File: config.mk
export PLATFORM = sky130hd
export DESIGN_NAME = sargantana_icache_refill
export DESIGN_NICKNAME = d
export VERILOG_FILES = /design/src/rtl/sargantana_icache_pkg.sv /design/src/rtl/sargantana_icache_line_assembler.sv /design/src/rtl/sargantana_icache_refill.sv
export SDC_FILE = /design/constraint.sdc
export NUM_CORES = 1
export LEC_CHECK = 0
export BUFFER_PORTS_ARGS = -buffer_cell sky130_fd_sc_hd__buf_2
export CORE_ASPECT_RATIO = 0.8
export CORE_MARGIN = 5
export CORE_UTILIZATION = 44
export DETAILED_ROUTE_END_ITERATION = 10
export PLACE_DENSITY = 0.69
export SLEW_MARGIN = 10
export SYNTH_ARGS = -nofsm -noshare
export SYNTH_HDL_FRONTEND = slang
export SYNTH_SLANG_ARGS = --single-unit
File: constraint.sdc
create_clock -name clk_i -period 3.4 [get_ports clk_i]
set_input_delay 0.68 -clock clk_i [delete_from_list [all_inputs] [get_ports clk_i]]
set_output_delay 0.68 -clock clk_i [all_outputs]
set_load 0.1 [all_outputs]
File: src/rtl/sargantana_icache_pkg.sv
// Shared types and sizing for the instruction-cache way-array refill path.
// Line, beat and set geometry plus the refill FSM state encoding.
package sargantana_icache_pkg;

    localparam int SET_WIDHT      = 256;
    localparam int ADDR_WIDHT     = 7;
    localparam int BEAT_WIDHT     = 64;
    localparam int NUM_WAYS       = 4;
    localparam int WAY_WIDHT      = $clog2(NUM_WAYS);
    localparam int BEATS_PER_SET  = SET_WIDHT / BEAT_WIDHT;
    localparam int BEAT_CNT_WIDHT =
        (BEATS_PER_SET > 1) ? $clog2(BEATS_PER_SET) : 1;

    typedef enum logic [1:0] {
        IDLE,
        FILL,
        WRITE,
        FLUSH
    } refill_state_t;

    function automatic logic [NUM_WAYS-1:0] way_onehot(
        input logic [WAY_WIDHT-1:0] way
    );
        logic [NUM_WAYS-1:0] v;
        v      = '0;
        v[way] = 1'b1;
        return v;
    endfunction

endpackage

File: src/rtl/sargantana_icache_line_assembler.sv
// Collects refill beats into one full way line.
// Beat 0 lands in the LSBs; last_beat flags the final slot of the line.
module sargantana_icache_line_assembler
    import sargantana_icache_pkg::*;
(
    input  logic                  clk_i,
    input  logic                  rstn_i,
    input  logic                  clear_i,
    input  logic                  beat_valid_i,
    input  logic [BEAT_WIDHT-1:0] beat_data_i,
    output logic [SET_WIDHT-1:0]  line_o,
    output logic                  last_beat_o
);

    logic [SET_WIDHT-1:0]      r_line;
    logic [BEAT_CNT_WIDHT-1:0] r_cnt;

    // Store each accepted beat at its slot and advance the slot pointer
    always_ff @(posedge clk_i or negedge rstn_i) begin
        if (!rstn_i) begin
            r_line <= '0;
            r_cnt  <= '0;
        end else if (clear_i) begin
            r_line <= '0;
            r_cnt  <= '0;
        end else if (beat_valid_i) begin
            r_line[r_cnt*BEAT_WIDHT +: BEAT_WIDHT] <= beat_data_i;
            r_cnt <= r_cnt + BEAT_CNT_WIDHT'(1);
        end
    end

    assign line_o      = r_line;
    assign last_beat_o = (r_cnt == BEAT_CNT_WIDHT'(BEATS_PER_SET - 1));

endmodule

File: src/rtl/sargantana_icache_refill.sv
// Write-side driver for the icache way arrays: line refill and flush sweep.
// Way-array outputs decode only from registered state and datapath.
module sargantana_icache_refill
    import sargantana_icache_pkg::*;
(
    input  logic                  clk_i,
    input  logic                  rstn_i,
    input  logic                  fill_req_valid_i,
    output logic                  fill_req_ready_o,
    input  logic [ADDR_WIDHT-1:0] fill_addr_i,
    input  logic [WAY_WIDHT-1:0]  fill_way_i,
    input  logic                  beat_valid_i,
    input  logic [BEAT_WIDHT-1:0] beat_data_i,
    output logic                  beat_ready_o,
    input  logic                  kill_i,
    input  logic                  flush_i,
    output logic [NUM_WAYS-1:0]   way_req_o,
    output logic                  way_we_o,
    output logic [ADDR_WIDHT-1:0] way_addr_o,
    output logic [SET_WIDHT-1:0]  way_data_o,
    output logic                  arrays_busy_o,
    output logic                  fill_done_o,
    output logic                  flush_done_o
);

    refill_state_t r_state;
    refill_state_t w_next;

    logic [ADDR_WIDHT-1:0] r_addr;
    logic [WAY_WIDHT-1:0]  r_way;
    logic [ADDR_WIDHT-1:0] r_flush_cnt;
    logic                  r_pending;

    logic                 w_accept;
    logic                 w_beat;
    logic                 w_last;
    logic                 w_flush_last;
    logic [SET_WIDHT-1:0] w_line;

    assign fill_req_ready_o = rstn_i & (r_state == IDLE)
                            & ~flush_i & ~r_pending;
    assign w_accept     = fill_req_valid_i & fill_req_ready_o;
    assign w_beat       = (r_state == FILL) & beat_valid_i & ~kill_i;
    assign w_flush_last = (r_state == FLUSH) & (r_flush_cnt == '1);

    sargantana_icache_line_assembler u_asm (
        .clk_i        (clk_i),
        .rstn_i       (rstn_i),
        .clear_i      (w_accept),
        .beat_valid_i (w_beat),
        .beat_data_i  (beat_data_i),
        .line_o       (w_line),
        .last_beat_o  (w_last)
    );

    // Refill FSM state register
    always_ff @(posedge clk_i or negedge rstn_i) begin
        if (!rstn_i) r_state <= IDLE;
        else         r_state <= w_next;
    end

    // Next state: flush beats fill in IDLE, kill beats a beat in FILL
    always_comb begin
        w_next = r_state;
        unique case (r_state)
            IDLE: begin
                if (flush_i | r_pending) w_next = FLUSH;
                else if (w_accept)       w_next = FILL;
            end
            FILL: begin
                if (kill_i)               w_next = IDLE;
                else if (w_beat & w_last) w_next = WRITE;
            end
            WRITE:   w_next = IDLE;
            FLUSH:   if (w_flush_last) w_next = IDLE;
            default: w_next = IDLE;
        endcase
    end

    // Capture target set and victim way on request accept
    always_ff @(posedge clk_i or negedge rstn_i) begin
        if (!rstn_i) begin
            r_addr <= '0;
            r_way  <= '0;
        end else if (w_accept) begin
            r_addr <= fill_addr_i;
            r_way  <= fill_way_i;
        end
    end

    // Sweep address: runs only in FLUSH, held at zero otherwise
    always_ff @(posedge clk_i or negedge rstn_i) begin
        if (!rstn_i)               r_flush_cnt <= '0;
        else if (r_state == FLUSH) r_flush_cnt <= r_flush_cnt + ADDR_WIDHT'(1);
        else                       r_flush_cnt <= '0;
    end

    // Remember a flush that arrives while a fill owns the arrays
    always_ff @(posedge clk_i or negedge rstn_i) begin
        if (!rstn_i)
            r_pending <= 1'b0;
        else if (w_flush_last)
            r_pending <= 1'b0;
        else if (flush_i & ((r_state == FILL) | (r_state == WRITE)))
            r_pending <= 1'b1;
    end

    // Way-array drive decoded from state; zeros when not writing
    always_comb begin
        way_req_o  = '0;
        way_we_o   = 1'b0;
        way_addr_o = '0;
        way_data_o = '0;
        unique case (r_state)
            WRITE: begin
                way_req_o  = way_onehot(r_way);
                way_we_o   = 1'b1;
                way_addr_o = r_addr;
                way_data_o = w_line;
            end
            FLUSH: begin
                way_req_o  = '1;
                way_we_o   = 1'b1;
                way_addr_o = r_flush_cnt;
            end
            default: ;
        endcase
    end

    assign beat_ready_o  = (r_state == FILL);
    assign arrays_busy_o = (r_state != IDLE);
    assign fill_done_o   = (r_state == WRITE);
    assign flush_done_o  = w_flush_last;

endmodule
==> results.md <==
- The largest buffer count on any clock path is 3.
- Global routing finished with a remaining overflow of 0.
- TritonCTS created 29 clock buffers.
- The number of different library cells in the post-synthesis netlist is 32.
- The arrival time at the worst endpoint is ~2.5 ns.
- The tool flagged a number of max-cap violations equal to 0.
- Fill cells in the final layout number ~2700.
- The root buffer cell chosen for the clock tree is clkbuf_16.
- Clock-pin slew was measured on the worst setup and hold paths at about 0.060 ns.
- Setup slack on the worst reg-to-reg path comes out at approximately 0.94 ns.
- The number of setup buffers added after CTS is 0.
- The fraction of layout instances using a drive strength above 1 is roughly 27%.
- TritonCTS built the clock tree.
- The final RePlAce weighted congestion is between 0.8 and 0.9.
- The violation count after the first detailed-routing iteration is just under 1000.
- In the layout the commonest cells are buf_2, dfrtp_1, and2_1, nand3_1, nand2_1.
- Power spread over the standard cell area amounts to slightly above 800 mW/mm^2.
- For this run, the number of Yosys warnings is 0.
- Derived from the worst setup path, the maximum achievable clock frequency is 311 MHz.
- CTS built an H-tree with a depth of 1.
- After synthesis, flip-flops and latches occupy between 50% and 60% of the total area.
- After synthesis, the cell types taking the most area are dfrtp_1, and2_1, nand3_1, a21oi_1, a22oi_1.
- Of all nets on the critical path, the largest fanout is 30.
- From synthesis to final layout, the design area changed by 22.4%.
- The type of origin of the critical path is a flop.
- The number of enable-type register cells in the synthesized netlist is 0.
- The leakage power is 8.39 nW.
- The share of synthesized area in the top cell type comes to a little over half.
- The number of port buffers is ~350.
- The initial antenna violation count is 1.
- The peak supply drop is ~0.73 mV.
- The die is 166 microns tall.
- The number of primary I/O pins is roughly 350.
- The number of global-route vias before repair is 11500.
- The initial utilization of the core area, before any placement, comes to 44.3%.
- The post-synthesis register bit count is 277.
- The fraction of registers with async set/reset is 100%.
- The number of vias after detailed routing is roughly 12000.
- In this run the worst hold path is classified as in -> reg.
- The max-slew violation count came to 0.
- The worst clock skew is between 0.01 and 0.015 ns.
- The die covers approximately 0.034 sq mm.
- The region available for standard cell placement spans roughly 0.030 sq mm.
- The most frequent standard cell in the layout excluding fill and tap cells is buf_2.
- Dividing the synthesized area by the synthesized cell count gives 9.38 sq um.
- Global routing consumed, over all layers together, approximately 24% of the routing resources.
- STA puts the critical path data required time at 2.72 ns.
- Adding up every negative setup slack in the final design gives 0 ns.
- At the end of the flow the core is filled with cells to a little over half.
- STA classifies the critical path endpoint as a primary output.
- The width of the die is slightly above 200 microns.
- The worst path needs 3.22 ns of the cycle, external delays included.
- The number of sinks on the clock net is roughly 280.
- The number of nets in the synthesized netlist is about 1500.
- At the later pin of the worst-skew pair, clock insertion delay measures 0.54 ns.
- The first-pass GRT wire length is between 60000 and 70000 microns.
- Measured against its own limit, the worst slew margin works out to about 34%.
- After detailed routing, the number of remaining DRC violations is 0.
- The maximum number of pins on one net before global-route repair is around 160.
- The post-detailed-placement cell area is between 0.015 and 0.02 sq mm.
- Using the TritonRoute via totals, the vias-per-cell ratio works out to between 5 and 6.
- For this run, the post-layout net count is approximately 1800.
- The netlist area before placement is around 0.013 sq mm.
- The final antenna-violating net count is 0.
- The summed area of non-filler cells in the final layout is approximately 0.016 sq mm.
- Among all flip-flop cells after synthesis, the most frequent one is dfrtp_1.
- The cell count after synthesis came out at roughly 1400.
- The run finished with clean final reports.
- The slew of the pin with the lowest slew margin is 0.997 ns.
- The final count of hold timing violations is 0.
- Detailed placement finished with a half-perimeter wire length of around 28000 microns.
- dfrtp_1 takes more of the synthesized area than any other cell.
- The number of instances in the placed design is 2087.
- The share of the clock period used by the worst path after layout is a little over nine tenths.
- For this run, the detailed router's first-pass iteration total came to 5.
- Setup repair after global routing left no endpoint under its margin.
- Excluding fillers, the count of instances in the completed layout stands at 2142.
- The setup-violating endpoint count in the final report is 0.
- The detailed-route wire length per cell is roughly 20 microns.
- The critical path is of the reg -> out type.
- The post-cts repair resize count is 0.
- The sum of routed wire length over all layers is around 43000 microns.
- The site row count is 57.
[cell usage after synthesis, types with 5 or more instances]
library cell / n
dfrtp_1: 277
and2_1: 261
nand2_1: 158
nand3_1: 155
a21oi_1: 153
nor2_1: 117
a22oi_1: 96
buf_2: 69
clkbuf_1: 32
buf_6: 26
ha_1: 11
mux2_2: 10
a22oi_2: 9
a22o_1: 7
o21ai_0: 7
inv_1: 6
and3_1: 5
[power breakdown]
group,total (mW),internal (mW),switching (mW),leakage [nW]
Combinational,5.17,1.16,4.02,4.08
Sequential,4.66,4.14,0.518,3.81
Clock,3.52,2.14,1.38,0.504
Total,13.4,7.44,5.92,8.39
[critical path, cell delays in order, from the launching register on]
cell and delay [ns]:
dfrtp_1 0.41, inv_1 0.15, ha_4 0.37, buf_4 0.33
nand2b_1 0.14, o21ai_2 0.12, buf_2 0.43
[layout make-up]
| type | count | area [sq um] | area share (%) |
|---|---|---|---|
| Sequential cell | 277 | 6930 | 42.5 |
| Multi-Input combinational cell | 1006 | 5620 | 34.5 |
| Timing Repair Buffer | 385 | 2150 | 13.2 |
| Clock buffer | 37 | 806 | 4.94 |
| Tap cell | 413 | 517 | 3.17 |
| Clock inverter | 16 | 258 | 1.58 |
| Inverter | 7 | 26.3 | 0.161 |
| Antenna cell | 1 | 2.50 | 0.0153 |
[timing repair]
action,4_1_cts,5_1_grt
endpoints found under the setup margin,0,0
endpoints found under the hold margin,21,0
hold buffers,1,0
[metal layers]
metal	track usage (%)	routed length, microns	vias up
met5	0	0	-
met2	37.3	19100	492
met3	5.63	3530	71
met1	35.3	18900	5754
li1	-	-	5325
met4	5.94	1070	0
[path summary, 6_finish.rpt]
path	from	to	cells after the start
setup / recovery	r_state[0]	way_req_o[1]	6
hold reg to reg	u_asm.line_o[190]	u_asm.line_o[190]	2
max in group asynchronous	rstn_i	u_asm.line_o[49]	3
min in group asynchronous	rstn_i	u_asm.line_o[4]	2
hold / removal	fill_way_i[0]	r_way[0]	3
setup reg to reg	r_state[1]	u_asm.line_o[169]	8
[sequential cells by signal, indices dropped and copies added, names as in the netlist]
signal and flops:
r_pending 1, u_asm.r_cnt 2, r_flush_cnt 7, u_asm.line_o 256
r_way 2, r_state 2, r_addr 7
[per-stage QoR]
step           setup slack [ns]  hold WS (ns)  total power [mW]
2_1_floorplan            -0.411         0.384              8.73
3_3_place_gp              0.802         0.493              9.78
3_5_place_dp              0.726         0.500              9.90
4_1_cts                   0.144         0.326              13.4
5_1_grt                 0.00273         0.342              14.0
6_report                  0.182         0.347              13.4
[kinds of logic after synthesis]
kind of cell | after synthesis | share of synthesized area (%)
mux | 10 | 0.845
flops | 277 | 52.0
compound gates | 274 | 12.8
buf+inv | 137 | 6.09
xor+xnor | 6 | 0.394
simple gates | 705 | 26.8
fa+ha+maj | 11 | 1.03
Power figures use the tool's default switching activity.
